## config.mk

```make
export PLATFORM = sky130hd
export DESIGN_NAME = zint_pos_flat
export DESIGN_NICKNAME = d
export VERILOG_FILES = /design/src/rtl/zint_pos_pkg.sv /design/src/rtl/zint_pos_if.sv /design/src/rtl/zint_sync2.sv /design/src/rtl/zint_pos.sv /design/src/flat_wrapper.sv
export SDC_FILE = /design/constraint.sdc
export NUM_CORES = 1
export LEC_CHECK = 0
export CORE_ASPECT_RATIO = 1.2
export CORE_MARGIN = 2
export CORE_UTILIZATION = 40
export CTS_BUF_LIST = sky130_fd_sc_hd__clkbuf_4 sky130_fd_sc_hd__clkbuf_8
export DETAILED_ROUTE_END_ITERATION = 8
export GPL_ROUTABILITY_DRIVEN = 0
export GPL_TIMING_DRIVEN = 0
export PLACE_DENSITY = 0.67
export SETUP_SLACK_MARGIN = 0.1
export SKIP_LAST_GASP = 1
export SYNTH_ARGS = -nofsm -noshare
export SYNTH_HDL_FRONTEND = slang
export SYNTH_SLANG_ARGS = --single-unit
```

## constraint.sdc

```tcl
create_clock -name clk -period 5.1 [get_ports clk]
set_input_delay 1.02 -clock clk [delete_from_list [all_inputs] [get_ports clk]]
set_output_delay 1.02 -clock clk [all_outputs]
set_load 0.02 [all_outputs]
```

## src/rtl/zint_pos_pkg.sv

```systemverilog
// Shared raster geometry defaults and the INT vectors that zint also uses.
package zint_pos_pkg;

    localparam int unsigned H_TOTAL_DEF = 448;
    localparam int unsigned V_TOTAL_DEF = 320;
    localparam int unsigned CW_DEF      = 9;

    typedef enum logic [7:0] {
        INT_VEC_FRM = 8'hFF,
        INT_VEC_LIN = 8'hFD
    } int_vec_e;

endpackage

```

## src/rtl/zint_pos_if.sv

```systemverilog
// Register-file / zint side signals of the raster-position interrupt source.
interface zint_pos_if
    import zint_pos_pkg::*;
#(
    parameter int unsigned CW = CW_DEF
);

    logic          cen;
    logic [CW-1:0] frm_hpos;
    logic [CW-1:0] frm_vpos;
    logic [CW-1:0] lin_hpos;
    logic          lin_en;
    logic          m1_n;
    logic          iorq_n;
    logic [CW-1:0] hcnt;
    logic [CW-1:0] vcnt;
    logic          line_start;
    logic          frame_start;
    logic          int_start_frm;
    logic          int_start_lin;
    logic          intack;

    modport master (
        output cen, frm_hpos, frm_vpos, lin_hpos, lin_en, m1_n, iorq_n,
        input  hcnt, vcnt, line_start, frame_start, int_start_frm, int_start_lin, intack
    );

    modport slave (
        input  cen, frm_hpos, frm_vpos, lin_hpos, lin_en, m1_n, iorq_n,
        output hcnt, vcnt, line_start, frame_start, int_start_frm, int_start_lin, intack
    );

endinterface

```

## src/rtl/zint_sync2.sv

```systemverilog
// Two-flop synchronizer for a single asynchronous level, with selectable reset value.
module zint_sync2 #(
    parameter logic RST_VAL = 1'b1
) (
    input  logic i_clk,
    input  logic i_rst,
    input  logic i_d,
    output logic o_q
);

    logic r_meta;
    logic r_sync;

    always_ff @(posedge i_clk or posedge i_rst) begin
        if (i_rst) begin
            r_meta <= RST_VAL;
            r_sync <= RST_VAL;
        end else begin
            r_meta <= i_d;
            r_sync <= r_meta;
        end
    end

    assign o_q = r_sync;

endmodule

```

## src/rtl/zint_pos.sv

```systemverilog
// Raster counters plus frame/line INT start pulses at programmed positions, and
// the synchronized INT-acknowledge level derived from M1/IORQ.
module zint_pos
    import zint_pos_pkg::*;
#(
    parameter int unsigned H_TOTAL = H_TOTAL_DEF,
    parameter int unsigned V_TOTAL = V_TOTAL_DEF,
    parameter int unsigned CW      = CW_DEF
) (
    input  logic       clk,
    input  logic       res,
    zint_pos_if.slave  bus
);

    localparam logic [CW-1:0] H_LAST = CW'(H_TOTAL - 1);
    localparam logic [CW-1:0] V_LAST = CW'(V_TOTAL - 1);

    logic [CW-1:0] r_hcnt;
    logic [CW-1:0] r_vcnt;
    logic          r_line_start;
    logic          r_frame_start;
    logic          r_int_frm;
    logic          r_int_lin;
    logic          r_intack;

    logic [CW-1:0] r_sh_frm_hpos;
    logic [CW-1:0] r_sh_frm_vpos;
    logic [CW-1:0] r_sh_lin_hpos;
    logic          r_sh_lin_en;

    logic w_h_last;
    logic w_v_last;
    logic w_line_wrap;
    logic w_frame_wrap;
    logic w_frm_hit;
    logic w_lin_hit;
    logic w_m1_s;
    logic w_iorq_s;

    always_comb begin
        w_h_last     = (r_hcnt == H_LAST);
        w_v_last     = (r_vcnt == V_LAST);
        w_line_wrap  = bus.cen && w_h_last;
        w_frame_wrap = w_line_wrap && w_v_last;
        // Positions beyond the raster can never equal a live count, so no range check.
        w_frm_hit    = bus.cen && (r_hcnt == r_sh_frm_hpos) && (r_vcnt == r_sh_frm_vpos);
        w_lin_hit    = bus.cen && r_sh_lin_en && (r_hcnt == r_sh_lin_hpos);
    end

    always_ff @(posedge clk or posedge res) begin
        if (res) begin
            r_hcnt <= '0;
            r_vcnt <= '0;
        end else if (bus.cen) begin
            if (w_h_last) begin
                r_hcnt <= '0;
                r_vcnt <= w_v_last ? '0 : r_vcnt + 1'b1;
            end else begin
                r_hcnt <= r_hcnt + 1'b1;
            end
        end
    end

    always_ff @(posedge clk or posedge res) begin
        if (res) begin
            r_line_start  <= 1'b0;
            r_frame_start <= 1'b0;
            r_int_frm     <= 1'b0;
            r_int_lin     <= 1'b0;
        end else begin
            r_line_start  <= w_line_wrap;
            r_frame_start <= w_frame_wrap;
            r_int_frm     <= w_frm_hit;
            r_int_lin     <= w_lin_hit;
        end
    end

    // Shadows only move at the frame wrap so a mid-frame write takes effect next frame.
    always_ff @(posedge clk or posedge res) begin
        if (res) begin
            r_sh_frm_hpos <= '0;
            r_sh_frm_vpos <= '0;
            r_sh_lin_hpos <= '0;
            r_sh_lin_en   <= 1'b0;
        end else if (w_frame_wrap) begin
            r_sh_frm_hpos <= bus.frm_hpos;
            r_sh_frm_vpos <= bus.frm_vpos;
            r_sh_lin_hpos <= bus.lin_hpos;
            r_sh_lin_en   <= bus.lin_en;
        end
    end

    zint_sync2 #(.RST_VAL(1'b1)) u_sync_m1 (
        .i_clk (clk),
        .i_rst (res),
        .i_d   (bus.m1_n),
        .o_q   (w_m1_s)
    );

    zint_sync2 #(.RST_VAL(1'b1)) u_sync_iorq (
        .i_clk (clk),
        .i_rst (res),
        .i_d   (bus.iorq_n),
        .o_q   (w_iorq_s)
    );

    always_ff @(posedge clk or posedge res) begin
        if (res) begin
            r_intack <= 1'b0;
        end else begin
            r_intack <= !w_m1_s && !w_iorq_s;
        end
    end

    assign bus.hcnt          = r_hcnt;
    assign bus.vcnt          = r_vcnt;
    assign bus.line_start    = r_line_start;
    assign bus.frame_start   = r_frame_start;
    assign bus.int_start_frm = r_int_frm;
    assign bus.int_start_lin = r_int_lin;
    assign bus.intack        = r_intack;

endmodule

```

## src/flat_wrapper.sv

```systemverilog
// flat-port wrapper written by rule: the top's interface ports become plain ports
module zint_pos_flat import zint_pos_pkg::*;
#(
    parameter int unsigned H_TOTAL = H_TOTAL_DEF,
    parameter int unsigned V_TOTAL = V_TOTAL_DEF,
    parameter int unsigned CW      = CW_DEF
)
  (clk, res, bus_cen, bus_frm_hpos, bus_frm_vpos, bus_lin_hpos, bus_lin_en, bus_m1_n, bus_iorq_n, bus_hcnt, bus_vcnt, bus_line_start, bus_frame_start, bus_int_start_frm, bus_int_start_lin, bus_intack);
  zint_pos_if #(.CW(CW)) bus_i ();
  input  logic clk;
  input  logic res;
  input wire logic [$bits(bus_i.cen)-1:0] bus_cen;
  input wire logic [$bits(bus_i.frm_hpos)-1:0] bus_frm_hpos;
  input wire logic [$bits(bus_i.frm_vpos)-1:0] bus_frm_vpos;
  input wire logic [$bits(bus_i.lin_hpos)-1:0] bus_lin_hpos;
  input wire logic [$bits(bus_i.lin_en)-1:0] bus_lin_en;
  input wire logic [$bits(bus_i.m1_n)-1:0] bus_m1_n;
  input wire logic [$bits(bus_i.iorq_n)-1:0] bus_iorq_n;
  output wire logic [$bits(bus_i.hcnt)-1:0] bus_hcnt;
  output wire logic [$bits(bus_i.vcnt)-1:0] bus_vcnt;
  output wire logic [$bits(bus_i.line_start)-1:0] bus_line_start;
  output wire logic [$bits(bus_i.frame_start)-1:0] bus_frame_start;
  output wire logic [$bits(bus_i.int_start_frm)-1:0] bus_int_start_frm;
  output wire logic [$bits(bus_i.int_start_lin)-1:0] bus_int_start_lin;
  output wire logic [$bits(bus_i.intack)-1:0] bus_intack;
  assign bus_i.cen = bus_cen;
  assign bus_i.frm_hpos = bus_frm_hpos;
  assign bus_i.frm_vpos = bus_frm_vpos;
  assign bus_i.lin_hpos = bus_lin_hpos;
  assign bus_i.lin_en = bus_lin_en;
  assign bus_i.m1_n = bus_m1_n;
  assign bus_i.iorq_n = bus_iorq_n;
  assign bus_hcnt = bus_i.hcnt;
  assign bus_vcnt = bus_i.vcnt;
  assign bus_line_start = bus_i.line_start;
  assign bus_frame_start = bus_i.frame_start;
  assign bus_int_start_frm = bus_i.int_start_frm;
  assign bus_int_start_lin = bus_i.int_start_lin;
  assign bus_intack = bus_i.intack;
  zint_pos #(.H_TOTAL(H_TOTAL), .V_TOTAL(V_TOTAL), .CW(CW)) u_core (.clk(clk), .res(res), .bus(bus_i));
endmodule
```

==> summary.md <==
| Metric | Value |
|---|---|
| Status | `completed` |
| Most common cell after layout, fill and taps aside | `clkdlybuf4s50_1` |
| Data required, critical path | `4.08 ns` |
| Drt pass-1 iters | `4` |
| Pwr dens | `307 mW/mm²` |
| DRC errors left | `0` |
| Worst-margin pin slew | `0.623 ns` |
| Delay-heaviest family, CP | `buffers and inverters` |
| Yosys cell types | `30` |
| WL/cell | `14.5 µm` |
| Pins over their slew limit | `0` |
| Worst Hold Class | `reg -> reg` |
| Global route overflow | `0` |
| Crit path capture type | `primary output` |
| Reg clk slew, reported paths | `0.09 ns` |
| Worst Skew | `0.00485 ns` |
| Largest net degree at the start of global routing | `39` |
| Vias | `1704` |
| Diodes inserted | `0` |
| WHS Endpoint | `u_core.u_sync_m1.o_q` |
| Critical R2R Launch | `u_core.bus.hcnt[1]` |
| RSZ-0062 raised after global routing | `false` |
| DIE HEIGHT | `92.0 µm` |
| Fraction of layout cells with a size suffix above 1 | `20.5%` |
| Max Root-Sink Buffers | `2` |
| Final WL | `5130 µm` |
| Vias in the first global route | `1758` |
| Clk Latency, worst-skew pair | `0.31 ns` |
| Max-Cap Viols | `0` |
| Syn_area_per_cell | `12.6 µm²` |
| Peak supply drop | `0.148 mV` |
| Minimum clock period | `2.53 ns` |
| Initial Utilization | `40.8%` |
| Hold Path Cell Cnt | `0` |
| Crit path from | `u_core.bus.hcnt[6]` |
| Max stage delay on crit path | `0.67 ns` |
| Depth of the CTS H-tree | `2` |
| Lkg Pwr | `1.50 nW` |
| Rows | `32` |
| Crit-path slowest cell | `clkdlybuf4s50_1` |
| Critical path peak fanout | `7` |
| Final Hold Viols | `0` |
| Cell count after synthesis | `205` |
| Postcts setup bufs | `0` |
| CTS tree | `done` |
| Max-slew headroom | `58.1%` |
| Seq/Total Area, Yosys | `53.5%` |
| Core region area | `0.00633 mm²` |
| Remaining antenna violation count after routing | `0` |
| Clk sinks | `55` |
| Die width | `77.3 µm` |
| Tcrit/Tclk final | `49.5%` |
| Drt via density | `4.83` |
| Post_cts resized | `0` |
| TritonCTS Buffers | `5` |
| Layout area overhead | `30.4%` |
| GRT Total Usage | `15.9%` |
| Clk root buf | `clkbuf_8` |
| Initial antenna violation count | `0` |
| Final setup TNS | `0 ns` |
| First-pass GRT wire length | `8820 µm` |
| Hpwl dp | `3750 µm` |
| DIE AREA | `0.00711 mm²` |
| Yosys Warn Count | `0` |
| Fmax | `396 MHz` |
| IO Pins | `56` |
| Hold Crit Start | `u_core.u_sync_m1.r_meta` |
| R2R Setup Slk | `2.71 ns` |
| Crit path cell chain | `clkdlybuf4s50_1` |
| Cell count of the worst reg-to-reg path | `7` |
| Final setup fails | `0` |
| PortBufs | `54` |
| Crit path kind | `reg -> out` |
| Netlist Area Pre-Place | `0.00258 mm²` |
| Worst Path Arrival | `1.51 ns` |
| Initial drt markers | `66` |
| Tot Pwr | `1.03 mW` |
| Critical R2R Capture | `u_core.r_sh_frm_hpos[0]` |
| Layout net count | `302` |
| Mapped Nets | `240` |
| Most frequent cells in the layout | `clkdlybuf4s50_1 (54), dfrtp_1 (51), xnor2_1 (28)` |
| Crit start category | `flip-flop` |
| Cts hold-fix bufs | `0` |
| WP buf/inv | `1` |
| Synth Register Bits | `55` |
-- report_power, final --
part / internal, mW / switching, mW
Combinational: 0.122 / 0.123
Sequential: 0.462 / 0.0292
Clock: 0.159 / 0.138
Total: 0.743 / 0.290
-- how the worst max path moves through the flow --
stage | end | depth (start not counted)
after floorplan | u_core.r_sh_frm_hpos[0] | 7
after global placement | u_core.r_sh_frm_vpos[7] | 2
after detailed placement | u_core.r_sh_frm_hpos[0] | 7
after CTS | bus_hcnt[6] | 1
after global routing | u_core.r_sh_lin_hpos[5] | 7
final | bus_hcnt[6] | 1
-- per-layer routing --
metal / up-vias / wire length (µm) / GRT usage [%]
met5: - / 0 / 0
met4: 0 / 52 / 4.91
met3: 5 / 251 / 3.54
met2: 45 / 2540 / 26.2
met1: 827 / 2290 / 20.8
li1: 827 / - / -
-- Yosys cell counts, drive strengths merged --
cell     n  area (µm²)
xor2     6        52.6
nand2b   1        6.26
xnor2   28         245
nand4b   1        8.76
or3      2        12.5
dfstp    4         105
nand4    9        56.3
o21ai    5        25.0
a21oi    3        15.0
o41ai    1        8.76
o31ai    1        7.51
mux2i    2        20.0
dfrtp   51        1280
nor4     4        25.0
or2      1        6.26
nand3   10        55.1
nor3     2        10.0
nand2   14        52.6
buf      8        58.8
nor2     7        26.3
o211ai   1        7.51
mux2    30         413
clkbuf   3        13.8
ha       2        25.0
or4      4        30.0
inv      5        18.8
-- layout make-up --
| class | instances | area (µm²) |
|---|---|---|
| fill | 593 | 2960 |
| sequential | 55 | 1380 |
| multi-input combinational | 134 | 1110 |
| timing repair buffer | 55 | 561 |
| tap | 85 | 106 |
| clock buffer | 6 | 82.6 |
| buffer | 11 | 72.6 |
| clock inverter | 2 | 35.0 |
| inverter | 5 | 18.8 |
-- sequential cells by signal, indices dropped and copies added (netlist names), 9 cells and up --
name                  count
u_core.bus.hcnt           9
u_core.r_sh_frm_vpos      9
u_core.r_sh_frm_hpos      9
u_core.r_sh_lin_hpos      9
u_core.bus.vcnt           9
-- per-stage QoR --
stage	setup WS (ns)	util (%)	cells	hold WS (ns)	area (µm²)
after floorplan	2.41	-	205	0.345	2580
after global placement	1.71	51.0	344	0.346	3230
after detailed placement	2.27	51.3	345	0.350	3250
after CTS	2.55	53.2	353	0.364	3370
after global routing	2.51	53.2	353	0.370	3370
final	2.57	53.2	353	0.363	3370
-- cells by family (layout without fill, tap and decap cells) --
family | count (synthesis) | after routing | share of synthesized area, %
AND/OR/NAND/NOR | 55 | 55 | 11.2
flip-flops | 55 | 55 | 53.5
adder cells (fa/ha/maj) | 2 | 2 | 0.969
AO/OA/AOI/OAI | 11 | 11 | 2.47
buffers and inverters | 16 | 79 | 3.54
XOR/XNOR | 34 | 34 | 11.5
multiplexers | 32 | 32 | 16.8
Note: power is estimated with default switching activity, not from simulation.
==> variant 1, RTL diff (same flow settings) <==
`RST_VAL` is set to 1'b1 in 3 places; all go to 1'b0.
--- a/src/rtl/zint_sync2.sv
+++ b/src/rtl/zint_sync2.sv
@@ -1,6 +1,6 @@
 // Two-flop synchronizer for a single asynchronous level, with selectable reset value.
 module zint_sync2 #(
-    parameter logic RST_VAL = 1'b1
+    parameter logic RST_VAL = 1'b0
 ) (
     input  logic i_clk,
     input  logic i_rst,
--- a/src/rtl/zint_pos.sv
+++ b/src/rtl/zint_pos.sv
@@ -90,14 +90,14 @@
         end
     end
 
-    zint_sync2 #(.RST_VAL(1'b1)) u_sync_m1 (
+    zint_sync2 #(.RST_VAL(1'b0)) u_sync_m1 (
         .i_clk (clk),
         .i_rst (res),
         .i_d   (bus.m1_n),
         .o_q   (w_m1_s)
     );
 
-    zint_sync2 #(.RST_VAL(1'b1)) u_sync_iorq (
+    zint_sync2 #(.RST_VAL(1'b0)) u_sync_iorq (
         .i_clk (clk),
         .i_rst (res),
         .i_d   (bus.iorq_n),
Function: changed (Yosys sat finds a counterexample within 4 cycles, from zero or initial values).
==> variant 1 against the original RTL <==
- clock power is 19% lower
- design area decreased by 1.0%
- global-route usage grew 0.13 points
- wire length increased by 2.4%
- sequential cell count is the same
- via count rose by 1.7%
- sequential power barely moved
- setup slack about the same
- total power shrank 5.5%
- fmax is essentially flat
- area after synthesis is 0.19% lower
- non-clock buffer count unchanged
- combinational power about the same
- largest power group unchanged
==> variant 1: results (changes against the original RTL) <==
Drt
  – Drt first pass iters: 4 (unchanged)
  – Initial DRC Count: 101 (+53%)
  – Via density per instance: 4.91 (+1.7%)
  – Avg WL per Cell: 14.9 um (+2.4%)

Clock tree
  – Reg clk slew, reported paths: 0.09 ns (about the same)
  – CTS Root Cell: clkbuf_8
  – Clock latency on the worst-skew pair: 0.31 ns (about the same)
  – Max Root-Sink Buffers: 2 (unchanged)
  – Post-CTS Setup Inserts: 0 (unchanged)
  – Num CTS Buffers: 5 (unchanged)
  – Post-CTS sizing: 0 (unchanged)
  – H-tree lvl count: 2 (unchanged)

GRT
  – Vias in the first global route: 1827 (+3.9%)
  – First-pass GRT wire length: 8950 um (+1.5%)
  – Largest net degree at the start of global routing: 35 (-10%)
  – Antenna violations before repair: 0 (unchanged)
  – Tot GR Track Use: 16.0% (+0.13 points)

Pwr
  – Worst VDD drop: 116 uV (-22%)
  – Leakage: 1.49 nW (-0.80%)
  – Net Switching: 0.292 mW (+0.77%)

Layout
  – Share of cells above drive strength 1: 19.0% (-1.5 points)
  – Fin nets: 302 (unchanged)
  – N_diodes: 0 (unchanged)

Status
  – Status: completed

Placement
  – Detailed placer's ending HPWL: 3890 um (+3.9%)
  – Port Buffers: 54 (unchanged)

Timing
  – Measured slew at the worst slew-check pin: 0.614 ns (-0.00896 ns)
  – Clock skew: 0.00454 ns (-0.000317 ns)

Hold path
  – Hold Path Origin: u_core.u_sync_iorq.r_meta$_DFF_PP0_
  – Hold Path Class: reg -> reg

Logic synthesis
  – Top FF cell, synth: dfrtp_1
  – Fraction of registers with async set or reset after synthesis: 100% (unchanged)
  – Synth area leaders: dfrtp_1, mux2_4, xnor2_1
  – Seq/Total Area, Yosys: 53.4% (-0.090 points)
  – Post-synth top cells: dfrtp_1, xnor2_1, mux2_4, nand2_1, mux2_2
  – Syn nets: 240 (unchanged)
  – Synth warnings: 0 (unchanged)
  – Yosys cell types: 29 (-3.3%)

Setup path
  – CP startpoint: bus_cen
  – Arrival time worst endpoint: 2.73 ns (+1.22 ns)
  – CP Max Fanout: 10 (+3)
  – Worst r2r src: u_core.bus.hcnt[1]$_DFFE_PP0P_
## variant 1: cell types whose count changed in the layout (fill, tap and decap cells not counted)
| cell | change |
|---|---|
| dfrtp_1 | +4 |
| dfstp_2 | -4 |
| bufinv_16 | -1 |
| clkbuf_4 | +1 |
| clkbuf_8 | -1 |
| clkinvlp_4 | +1 |
## variant 1: power by group through the flow
stage	clock (mW)	combinational, mW	sequential, mW
6_report	0.241	0.245	0.490
5_1_grt	0.266	0.270	0.495
4_1_cts	0.247	0.250	0.491
3_5_place_dp	0	0.248	0.500
3_3_place_gp	0	0.240	0.500
2_1_floorplan	0	0.117	0.520
## variant 1: logic make-up after synthesis
family          Yosys count  share of synthesized area (%)
compound gates           11                           2.48
xor+xnor                 34                           11.6
fa+ha+maj                 2                          0.971
buf+inv                  16                           3.55
flops                    55                           53.4
mux                      32                           16.8
simple gates             55                           11.2
## variant 1: final cells by class
cell class	instances	area (um2)
well taps	85	106
plain buffers	11	72.6
multi-input cells	134	1110
inverters	5	18.8
repair buffers	55	561
clock inverters	2	12.5
flip-flops and latches	55	1380
clock buffers	6	76.3
fillers	627	2990
## variant 1: routing by layer
metal / share of wire, % / vias to the layer above / global-route usage, %
met5: 0 / - / 0
met4: 1.2 / 0 / 4.46
met3: 4.3 / 6 / 3.44
met2: 50 / 42 / 25.9
met1: 45 / 855 / 21.8
li1: - / 830 / -
## variant 1: path summary, 6_finish.rpt
path                                                       endpoint  cells past startpoint  slack [ns]
worst max-delay path                 u_core.r_sh_lin_en$_DFFE_PP0P_                      7        2.57
worst min register to register     u_core.u_sync_iorq.o_q$_DFF_PP0_                      0        0.35
max in group asynchronous            u_core.bus.hcnt[1]$_DFFE_PP0P_                      3        3.51
worst min-delay path               u_core.u_sync_iorq.o_q$_DFF_PP0_                      0        0.35
min in group asynchronous       u_core.r_sh_frm_hpos[6]$_DFFE_PP0P_                      2        1.05
worst max register to register       u_core.r_sh_lin_en$_DFFE_PP0P_                      7        2.69
## variant 1: stage by stage
step	power [mW]	instances	setup WS [ns]	area [um2]
2_1_floorplan	0.638	205	2.41	2580
3_3_place_gp	0.740	344	1.71	3220
3_5_place_dp	0.748	345	2.26	3240
4_1_cts	0.988	353	2.56	3330
5_1_grt	1.03	353	2.50	3330
6_report	0.977	353	2.57	3330
## variant 1: critical path, cell delays in order
cell and delay (ns):
buf_2 0.18, nand3_1 0.14, or4_1 0.51, or2_1 0.25
buf_6 0.16, buf_6 0.17, mux2_4 0.30
==> variant 2, RTL diff (config.mk and constraints unchanged) <==
Without the edit above. One comparison of `r_hcnt` changes from == to >=.
--- a/src/rtl/zint_pos.sv
+++ b/src/rtl/zint_pos.sv
@@ -38,7 +38,7 @@
     logic w_iorq_s;
 
     always_comb begin
-        w_h_last     = (r_hcnt == H_LAST);
+        w_h_last     = (r_hcnt >= H_LAST);
         w_v_last     = (r_vcnt == V_LAST);
         w_line_wrap  = bus.cen && w_h_last;
         w_frame_wrap = w_line_wrap && w_v_last;
Check against the original RTL: same outputs for any inputs over 10 cycles, from zero or initial values; that may be too few to reach the edited logic, so the function may still have changed.
==> variant 2 against the original RTL <==
- clock skew rose by 0.0057 ns
- area after synthesis is 1.6% lower
- setup slack worse by 0.0063 ns
- sequential cell count stayed put
- critical path depth is the same
- wire length shrank 2.7%
- die area decreased by 1.6%
- design area shrank 2.2%
- total power shrank 1.1%
==> variant 2: results (changes against the original RTL) <==
Pwr
  – Worst VDD drop: 148 uV (-0.35%)
  – Leakage: 1.50 nW (about the same)

Setup path
  – CP max stage cell: clkdlybuf4s50_1
  – Top Family by Delay on Critical Path: buffers and inverters
  – Reg2reg setup slack: 2.96 ns (+0.25 ns)
  – CP Max Fanout: 7 (unchanged)
  – Length in cells of the worst reg-to-reg path: 7 (unchanged)
  – Worst R2R End: u_core.r_sh_frm_hpos[0]$_DFFE_PP0P_
  – CP startpoint: u_core.bus.hcnt[1]$_DFFE_PP0P_
  – CP Capture Point: bus_hcnt[1]
  – Arrival time worst endpoint: 1.51 ns (about the same)
  – Worst r2r src: u_core.bus.hcnt[0]$_DFFE_PP0P_

Logic synthesis
  – Yosys cell types: 34 (+13%)
  – Top FF cell, synth: dfrtp_1
  – Fraction of registers with async set or reset after synthesis: 100% (unchanged)
  – Synth area leaders: dfrtp_1, xnor2_1, mux2_2
  – Syn nets: 233 (-2.9%)
  – Post-synthesis mux area share: 15.4% (-1.4 points)
  – Synth Area in Adders: 0.986% (+0.016 points)
  – Post-synth top cells: dfrtp_1, xnor2_1, mux2_2, nor2_1, nand2_1
  – Mean Syn Cell Area: 12.8 um2 (+1.8%)
  – Seq/Total Area, Yosys: 54.4% (+0.90 points)
  – Complex-gate fraction of the synthesized area: 2.96% (+0.48 points)
  – Post-Synth XOR/XNOR Area: 12.8% (+1.2 points)

Layout
  – Share of cells above drive strength 1: 20.3% (-0.22 points)
  – Fin nets: 295 (-2.3%)
  – N_diodes: 0 (unchanged)
  – Cell Count, Final, Fillers Out: 343 (-2.8%)
  – Fill cells: 560 (-5.6%)

Clock tree
  – CTS Root Cell: clkbuf_8
  – Post-CTS Setup Inserts: 0 (unchanged)
  – Clock latency on the worst-skew pair: 0.31 ns (about the same)
  – Post-CTS sizing: 0 (unchanged)
  – Num CTS Buffers: 5 (unchanged)

Drt
  – Drt first pass iters: 4 (unchanged)
  – Routed wire length: 4990 um (-2.7%)
  – Via density per instance: 4.92 (+1.9%)
  – Initial DRC Count: 93 (+41%)

GRT
  – Vias in the first global route: 1737 (-1.2%)
  – Largest net degree at the start of global routing: 30 (-23%)
  – Tot GR Track Use: 15.4% (-0.53 points)
  – First-pass GRT wire length: 8580 um (-2.7%)

Timing
  – Max_slew headroom: 61.7% (+3.6 points)
  – Clock skew: 0.0106 ns (+0.00574 ns)

Status
  – Status: completed

Placement
  – Detailed placer's ending HPWL: 3740 um (-0.15%)

Hold path
  – Hold path endpoint: u_core.u_sync_m1.o_q$_DFF_PP1_
  – Worst hold stages: 0 (unchanged)
-- variant 2: power breakdown --
part,total [mW],internal [mW],switching (mW)
Sequential,0.511,0.465,0.0451
Clock,0.236,0.0958,0.140
Combinational,0.275,0.144,0.131
-- variant 2: logic make-up after synthesis --
group                    count (synthesis)
buffers and inverters                   13
multiplexers                            32
flip-flops                              55
AND/OR/NAND/NOR                         50
AO/OA/AOI/OAI                            9
XOR/XNOR                                37
adder cells (fa/ha/maj)                  2
-- variant 2: metrics by stage --
| stage | hold WS (ns) | area (um2) | worst slack (ns) |
|---|---|---|---|
| global route | 0.369 | 3290 | 2.50 |
| CTS | 0.365 | 3290 | 2.56 |
| finish | 0.363 | 3290 | 2.57 |
| global placement | 0.346 | 3180 | 1.72 |
| floorplan | 0.345 | 2540 | 2.74 |
| detailed placement | 0.350 | 3200 | 2.58 |
-- variant 2: layout make-up --
type	instances	area, um2	area share (%)
well taps	82	103	3.12
repair buffers	55	561	17.0
plain buffers	9	57.6	1.75
multi-input cells	130	1080	33.0
flip-flops and latches	55	1380	42.0
inverters	4	15.0	0.456
clock buffers	5	68.8	2.09
clock inverters	3	20.0	0.608
-- variant 2: routing by layer --
layer / GRT usage (%) / share of wire (%)
met1: 20.3 / 44
met2: 25.5 / 49
met3: 3.58 / 5.2
met4: 3.64 / 1.5
met5: 0 / 0
